**src/rtl/mips_ctrl_pkg.sv**
```systemverilog
// Shared constants for the multicycle MIPS main control FSM:
// opcodes, state codes and datapath mux-select encodings.
package mips_ctrl_pkg;

  localparam logic [5:0] OP_RTYPE = 6'b000000;
  localparam logic [5:0] OP_LW    = 6'b100011;
  localparam logic [5:0] OP_SW    = 6'b101011;
  localparam logic [5:0] OP_BEQ   = 6'b000100;
  localparam logic [5:0] OP_J     = 6'b000010;
  localparam logic [5:0] OP_ADDI  = 6'b001000;

  typedef enum logic [3:0] {
    S_FETCH  = 4'd0,
    S_DECODE = 4'd1,
    S_MEMADR = 4'd2,
    S_MEMRD  = 4'd3,
    S_MEMWB  = 4'd4,
    S_MEMWR  = 4'd5,
    S_EXEC   = 4'd6,
    S_ALUWB  = 4'd7,
    S_BRANCH = 4'd8,
    S_JUMP   = 4'd9,
    S_ADDIEX = 4'd10,
    S_ADDIWB = 4'd11
  } state_t;

  typedef enum logic [1:0] {
    ALU_ADD   = 2'b00,
    ALU_SUB   = 2'b01,
    ALU_FUNCT = 2'b10
  } alu_op_t;

  typedef enum logic [1:0] {
    SRCB_B      = 2'b00,
    SRCB_FOUR   = 2'b01,
    SRCB_IMM    = 2'b10,
    SRCB_IMM_SH = 2'b11
  } alu_src_b_t;

  typedef enum logic [1:0] {
    PCSRC_ALU    = 2'b00,
    PCSRC_ALUOUT = 2'b01,
    PCSRC_JUMP   = 2'b10
  } pc_src_t;

endpackage

```
**src/rtl/mips_multicycle_ctrl.sv**
```systemverilog
// Main control FSM for the multicycle MIPS datapath: one state register,
// combinational next-state logic and Moore output decode.
module mips_multicycle_ctrl
  import mips_ctrl_pkg::*;
#(
  parameter bit MEM_HANDSHAKE = 1'b1
) (
  input  logic       clk,
  input  logic       rst_n,
  input  logic [5:0] opcode,
  input  logic       zero,
  input  logic       mem_ready,
  output logic       pc_en,
  output logic       iord,
  output logic       mem_read,
  output logic       mem_write,
  output logic       ir_write,
  output logic       reg_dst,
  output logic       mem_to_reg,
  output logic       reg_write,
  output logic       alu_src_a,
  output logic [1:0] alu_src_b,
  output logic [1:0] alu_op,
  output logic [1:0] pc_src,
  output logic       illegal,
  output logic [3:0] state_dbg
);

  state_t state;
  state_t state_next;
  logic   rdy;

  assign rdy = MEM_HANDSHAKE ? mem_ready : 1'b1;

  always_ff @(posedge clk or negedge rst_n) begin
    if (!rst_n) state <= S_FETCH;
    else        state <= state_next;
  end

  always_comb begin
    state_next = S_FETCH;
    case (state)
      S_FETCH:  state_next = rdy ? S_DECODE : S_FETCH;
      S_DECODE: begin
        case (opcode)
          OP_RTYPE:     state_next = S_EXEC;
          OP_LW, OP_SW: state_next = S_MEMADR;
          OP_BEQ:       state_next = S_BRANCH;
          OP_J:         state_next = S_JUMP;
          OP_ADDI:      state_next = S_ADDIEX;
          default:      state_next = S_FETCH;
        endcase
      end
      S_MEMADR: state_next = (opcode == OP_SW) ? S_MEMWR : S_MEMRD;
      S_MEMRD:  state_next = rdy ? S_MEMWB : S_MEMRD;
      S_MEMWB:  state_next = S_FETCH;
      S_MEMWR:  state_next = rdy ? S_FETCH : S_MEMWR;
      S_EXEC:   state_next = S_ALUWB;
      S_ALUWB:  state_next = S_FETCH;
      S_BRANCH: state_next = S_FETCH;
      S_JUMP:   state_next = S_FETCH;
      S_ADDIEX: state_next = S_ADDIWB;
      S_ADDIWB: state_next = S_FETCH;
      default:  state_next = S_FETCH;
    endcase
  end

  always_comb begin
    pc_en      = 1'b0;
    iord       = 1'b0;
    mem_read   = 1'b0;
    mem_write  = 1'b0;
    ir_write   = 1'b0;
    reg_dst    = 1'b0;
    mem_to_reg = 1'b0;
    reg_write  = 1'b0;
    alu_src_a  = 1'b0;
    alu_src_b  = SRCB_B;
    alu_op     = ALU_ADD;
    pc_src     = PCSRC_ALU;
    illegal    = 1'b0;
    state_dbg  = state;
    case (state)
      S_FETCH: begin
        mem_read  = 1'b1;
        alu_src_b = SRCB_FOUR;
        ir_write  = rdy;
        pc_en     = rdy;
      end
      S_DECODE: begin
        alu_src_b = SRCB_IMM_SH;
        case (opcode)
          OP_RTYPE, OP_LW, OP_SW, OP_BEQ, OP_J, OP_ADDI: illegal = 1'b0;
          default: illegal = 1'b1;
        endcase
      end
      S_MEMADR, S_ADDIEX: begin
        alu_src_a = 1'b1;
        alu_src_b = SRCB_IMM;
      end
      S_MEMRD: begin
        mem_read = 1'b1;
        iord     = 1'b1;
      end
      S_MEMWB: begin
        reg_write  = 1'b1;
        mem_to_reg = 1'b1;
      end
      S_MEMWR: begin
        mem_write = 1'b1;
        iord      = 1'b1;
      end
      S_EXEC: begin
        alu_src_a = 1'b1;
        alu_op    = ALU_FUNCT;
      end
      S_ALUWB: begin
        reg_write = 1'b1;
        reg_dst   = 1'b1;
      end
      S_BRANCH: begin
        alu_src_a = 1'b1;
        alu_op    = ALU_SUB;
        pc_src    = PCSRC_ALUOUT;
        pc_en     = zero;
      end
      S_JUMP: begin
        pc_src = PCSRC_JUMP;
        pc_en  = 1'b1;
      end
      S_ADDIWB: reg_write = 1'b1;
      default: ;
    endcase
    // Reset gates every output combinationally so an abort drops them at once.
    if (!rst_n) begin
      pc_en      = 1'b0;
      iord       = 1'b0;
      mem_read   = 1'b0;
      mem_write  = 1'b0;
      ir_write   = 1'b0;
      reg_dst    = 1'b0;
      mem_to_reg = 1'b0;
      reg_write  = 1'b0;
      alu_src_a  = 1'b0;
      alu_src_b  = '0;
      alu_op     = '0;
      pc_src     = '0;
      illegal    = 1'b0;
      state_dbg  = '0;
    end
  end

endmodule

```
**config.mk**
```make
export PLATFORM = sky130hd
export DESIGN_NAME = mips_multicycle_ctrl
export DESIGN_NICKNAME = d
export VERILOG_FILES = /design/src/rtl/mips_ctrl_pkg.sv /design/src/rtl/mips_multicycle_ctrl.sv
export SDC_FILE = /design/constraint.sdc
export NUM_CORES = 1
export LEC_CHECK = 0
export ABC_AREA = 1
export CORE_UTILIZATION = 38
export CTS_CLUSTER_DIAMETER = 150
export CTS_CLUSTER_SIZE = 25
export DETAILED_ROUTE_END_ITERATION = 16
export PLACE_DENSITY = 0.89
export SYNTH_ARGS = -nofsm -noshare
export SYNTH_HDL_FRONTEND = slang
export SYNTH_SLANG_ARGS = --single-unit
```
**constraint.sdc**
```tcl
create_clock -name clk -period 1.3 [get_ports clk]
set_input_delay 0.195 -clock clk [delete_from_list [all_inputs] [get_ports clk]]
set_output_delay 0.195 -clock clk [all_outputs]
set_load 0.1 [all_outputs]
```
==> results.sh, run 1 <==
export IMPL_outcome="stopped before the end"
export IMPL_stop_stage="detailed placement (3_5_place_dp)"
export IMPL_error="[ERROR DPL-0038] Utilization greater than 100%, impossible to legalize"
export IMPL_gp_congestion=0.862
export IMPL_die_height_um=41.0
export IMPL_synth_top_family_by_area="simple AND/OR/NAND/NOR gates"
export IMPL_synth_edf_count=0
export IMPL_synth_simple_gate_area_share_pct=60.9
export IMPL_synth_seq_cells=4
export IMPL_synth_top_area_share_pct=18.8
export IMPL_syn_num_nets=118
export IMPL_rows=13
export IMPL_async_flop_share_pct=100
export IMPL_port_buffers=29
export IMPL_synth_area_um2=579
export IMPL_die_x_um=41.0
export IMPL_synth_distinct_cells=20
export IMPL_synth_most_common_cell="nand2_1"
export IMPL_syn_avg_cell_area_um2=5.36
export IMPL_yosysSeqAreaShare_pct=17.3
export IMPL_syn_inst=108
export IMPL_synth_flop_cell="dfrtp_1"
export IMPL_ys_top_cells_by_count="nand2_1 (29), nor2_1 (23), inv_1 (19), nand3_1 (10), dfrtp_1 (4)"
export IMPL_yosysTopAreaCell="nand2_1"
export IMPL_ios=30
export IMPL_synth_xor_area_share_pct=0
export IMPL_synth_compound_area_share_pct=6.26
export IMPL_muxShareOfSynthArea_pct=0
export IMPL_netlist_top_cells_area="nand2_1 (19%), dfrtp_1 (17%), nor2_1 (15%)"
export IMPL_yosys_warnings=0
export IMPL_initial_core_util_pct=42.4
export IMPL_synthAdderAreaFrac_pct=0
stage by stage:
stage | setup slack, ns | hold slack, ns | area, um^2
2_1_floorplan | -0.499 | -0.101 | 810
3_3_place_gp | -0.344 | 0.691 | 1540
cell families after synthesis:
family,Yosys count
buffers and inverters,23
flip-flops,4
AO/OA/AOI/OAI,6
AND/OR/NAND/NOR,75
==> inputs of run 2 (changes only) <==
- CORE_AREA: not set -> 2 2 63 65
- CORE_UTILIZATION: 38 -> not set
- CTS_CLUSTER_DIAMETER: 150 -> not set
- CTS_CLUSTER_SIZE: 25 -> not set
- DIE_AREA: not set -> 0 0 65 67
- PLACE_DENSITY: 0.89 -> not set
- PLACE_DENSITY_LB_ADDON: not set -> 0.15
==> results.sh, run 2 <==
export IMPL_hp_class="primary input to asynchronous set/reset pin"
export IMPL_grt_pass1_vias=822
export IMPL_syn_inst=108
export IMPL_ff2ff_path_depth=8
export IMPL_async_flop_share_pct=100
export IMPL_reg2reg_from="state[0]"
export IMPL_maxSlewViolCount=0
export IMPL_yosysTopAreaCell="nand2_1"
export IMPL_ios=30
export IMPL_reg_top3="state (4)"
export IMPL_cts_buffers=3
export IMPL_overflow=0
export IMPL_rows=22
export IMPL_final_common_cell="buf_4"
export IMPL_path_clk_slew_ns=0.04
export IMPL_slew_limit_headroom_pct=82.6
export IMPL_critPathMaxFanout=5
export IMPL_drc=0
export IMPL_root_buffer="clkbuf_8"
export IMPL_cts_sink_count=4
export IMPL_dr_pass1_iters=4
export IMPL_antenna_found_initial=0
export IMPL_worst_setup_path_start_kind="flip-flop"
export IMPL_setup_tns_ns=-4.80
export IMPL_final_cell_area_mm2=0.00174
export IMPL_vias=874
export IMPL_synth_area_um2=579
export IMPL_fmax_mhz=618
export IMPL_dpl_cell_area_mm2=0.00160
export IMPL_syn_num_nets=118
export IMPL_final_cell_mix="buf_4 (30), buf_12 (23), nand2_1 (18), nor2_1 (14), inv_1 (12)"
export IMPL_area_growth_syn_to_layout_pct=201
export IMPL_cts_tree="built"
export IMPL_netlist_top_cells_area="nand2_1 (19%), dfrtp_1 (17%), nor2_1 (15%)"
export IMPL_largest_reg_flops=4
export IMPL_post_drt_wl_per_cell_um=9.36
export IMPL_clock_skew_ns=0.00866
export IMPL_syn_avg_cell_area_um2=5.36
export IMPL_outcome="finished with violations"
export IMPL_synth_flop_cell="dfrtp_1"
export IMPL_final_setup_worst_slack_ns=-0.319
export IMPL_vdd_ir_drop_max_uv=416
export IMPL_crit_chain="nor2_4 > nand2_2 > a31oi_4 > buf_12"
export IMPL_worst_pin_slew_ns=0.260
export IMPL_fin_crit_ns=1.62
export IMPL_dp_hpwl_um=1850
export IMPL_regMostFlops="state"
export IMPL_yosys_warnings=0
export IMPL_ys_top_cells_by_count="nand2_1 (29), nor2_1 (23), inv_1 (19), nand3_1 (10), dfrtp_1 (4)"
export IMPL_nNetsFinal=186
export IMPL_die_height_um=67
export IMPL_worstPathArrival_ns=1.42
export IMPL_synth_top_area_share_pct=18.8
export IMPL_die_area_mm2=0.00436
export IMPL_final_util_pct=48.3
export IMPL_crit_slowest_cell="dfrtp_2"
export IMPL_setup_viol_count_final=22
export IMPL_die_x_um=65
export IMPL_synth_distinct_cells=20
export IMPL_cp_slowest_stage_delay_ns=0.46
export IMPL_initial_core_util_pct=16.1
export IMPL_final_layout_size_suffix_gt1_share_pct=63.4
export IMPL_core_mm2=0.00361
export IMPL_grt_max_degree=9
export IMPL_port_buffers=29
export IMPL_drtIter0Drc=5
export IMPL_diodes=0
export IMPL_clk_latency_ns=0.22
export IMPL_grtUsageTotal_pct=10.4
export IMPL_maxCapViolations=0
export IMPL_rsz0062_at_grt="true"
export IMPL_via_per_inst=3.92
export IMPL_synth_edf_count=0
export IMPL_htreeDepth=1
export IMPL_p_leak_uw=0.000800
export IMPL_clk_path_buf_depth=2
export IMPL_cp_required_ns=1.11
export IMPL_yosysSeqAreaShare_pct=17.3
export IMPL_synth_seq_cells=4
export IMPL_hold_viol=0
export IMPL_gp_congestion=0.789
export IMPL_path_buf_inv=1
export IMPL_reg2reg_slack_ns=-0.05
export IMPL_grt_pass1_wl_um=3550
export IMPL_endpoint_kind="primary output"
export IMPL_cp_top_family="flip-flops"
export IMPL_crit_type="flip-flop to primary output"
export IMPL_powerDensity_mw_per_mm2=1400
export IMPL_synth_most_common_cell="nand2_1"
export IMPL_dp_slack_ns=-0.360
export IMPL_drt_wl_total_um=2090
export IMPL_hold_slack_ns=0.157
export IMPL_reg2reg_to="state[0]"
export IMPL_finalCritPeriodShare_pct=125
export IMPL_violations="setup timing"
export IMPL_antenna_left=0
run 2: cell counts after synthesis:
Identical to the previous run, type by type.
run 2: where the power goes:
part / internal, uW / total [uW] / switching, uW / leakage [uW]
clock network: 210 / 278 / 68.4 / 0.0000228
registers: 160 / 230 / 70.8 / 0.0000478
logic: 765 / 1940 / 1170 / 0.000729
run 2: cells by family after synthesis:
family,Yosys count,share of synthesized area (%)
and+or+nand+nor,75,60.9
AOI/OAI and AO/OA,6,6.26
buffers and inverters,23,15.6
DFF,4,17.3
run 2: worst max path at each step:
| stage | to | slack [ns] | cells after the start | from |
|---|---|---|---|---|
| after global routing | alu_op[1] | -0.39 | 5 | state[0] |
| final | alu_src_b[1] | -0.32 | 4 | state[0] |
| after global placement | illegal | -0.33 | 6 | opcode[2] |
| after floorplan | pc_src[1] | -0.50 | 3 | state[2] |
| after detailed placement | illegal | -0.36 | 7 | opcode[2] |
| after CTS | alu_src_b[1] | -0.32 | 5 | state[1] |
run 2: stage by stage:
step	total power (uW)	std cells
floorplan	1330	108
global placement	2040	214
detailed placement	2050	214
CTS	2390	220
global route	2570	223
finish	2450	223
run 2: final cells by class:
| class | count | area, um^2 |
|---|---|---|
| fillers | 348 | 1860 |
| flip-flops and latches | 4 | 105 |
| repair buffers | 64 | 796 |
| well taps | 48 | 60.1 |
| multi-input cells | 81 | 642 |
| inverters | 22 | 95.1 |
| clock buffers | 4 | 45.0 |
run 2: what timing repair did:
action	4_1_cts	5_1_grt
endpoints found under the setup margin	23	22
buffers inserted	2	3
hold endpoints to repair	0	0
hold buffers	0	0
pin swaps	11	6
gates resized for setup	14	7
gates cloned	0	0
run 2: worst reg2reg max path, stage by stage, from the launching register on:
cell,delay [ns]
dfrtp_2,0.46
buf_4,0.15
buf_4,0.14
nand2_4,0.09
inv_1,0.06
nand3b_1,0.07
nand2_1,0.08
nor2_1,0.10
nand2_1,0.06
run 2: routing by layer:
metal  part of all wire [%]  global-route usage, %
met1                     40                   11.1
met3                    4.8                   2.03
met5                      0                      0
met2                     56                   20.1
met4                      0                   3.99
Power figures use the tool's default switching activity.
==> inputs of run 3 (changes only) <==
- CAP_MARGIN: not set -> 20
- CTS_CLUSTER_DIAMETER: not set -> 150
==> results of run 3 <==
No change in the layout: final DEF, timing and power equal those of run 2.
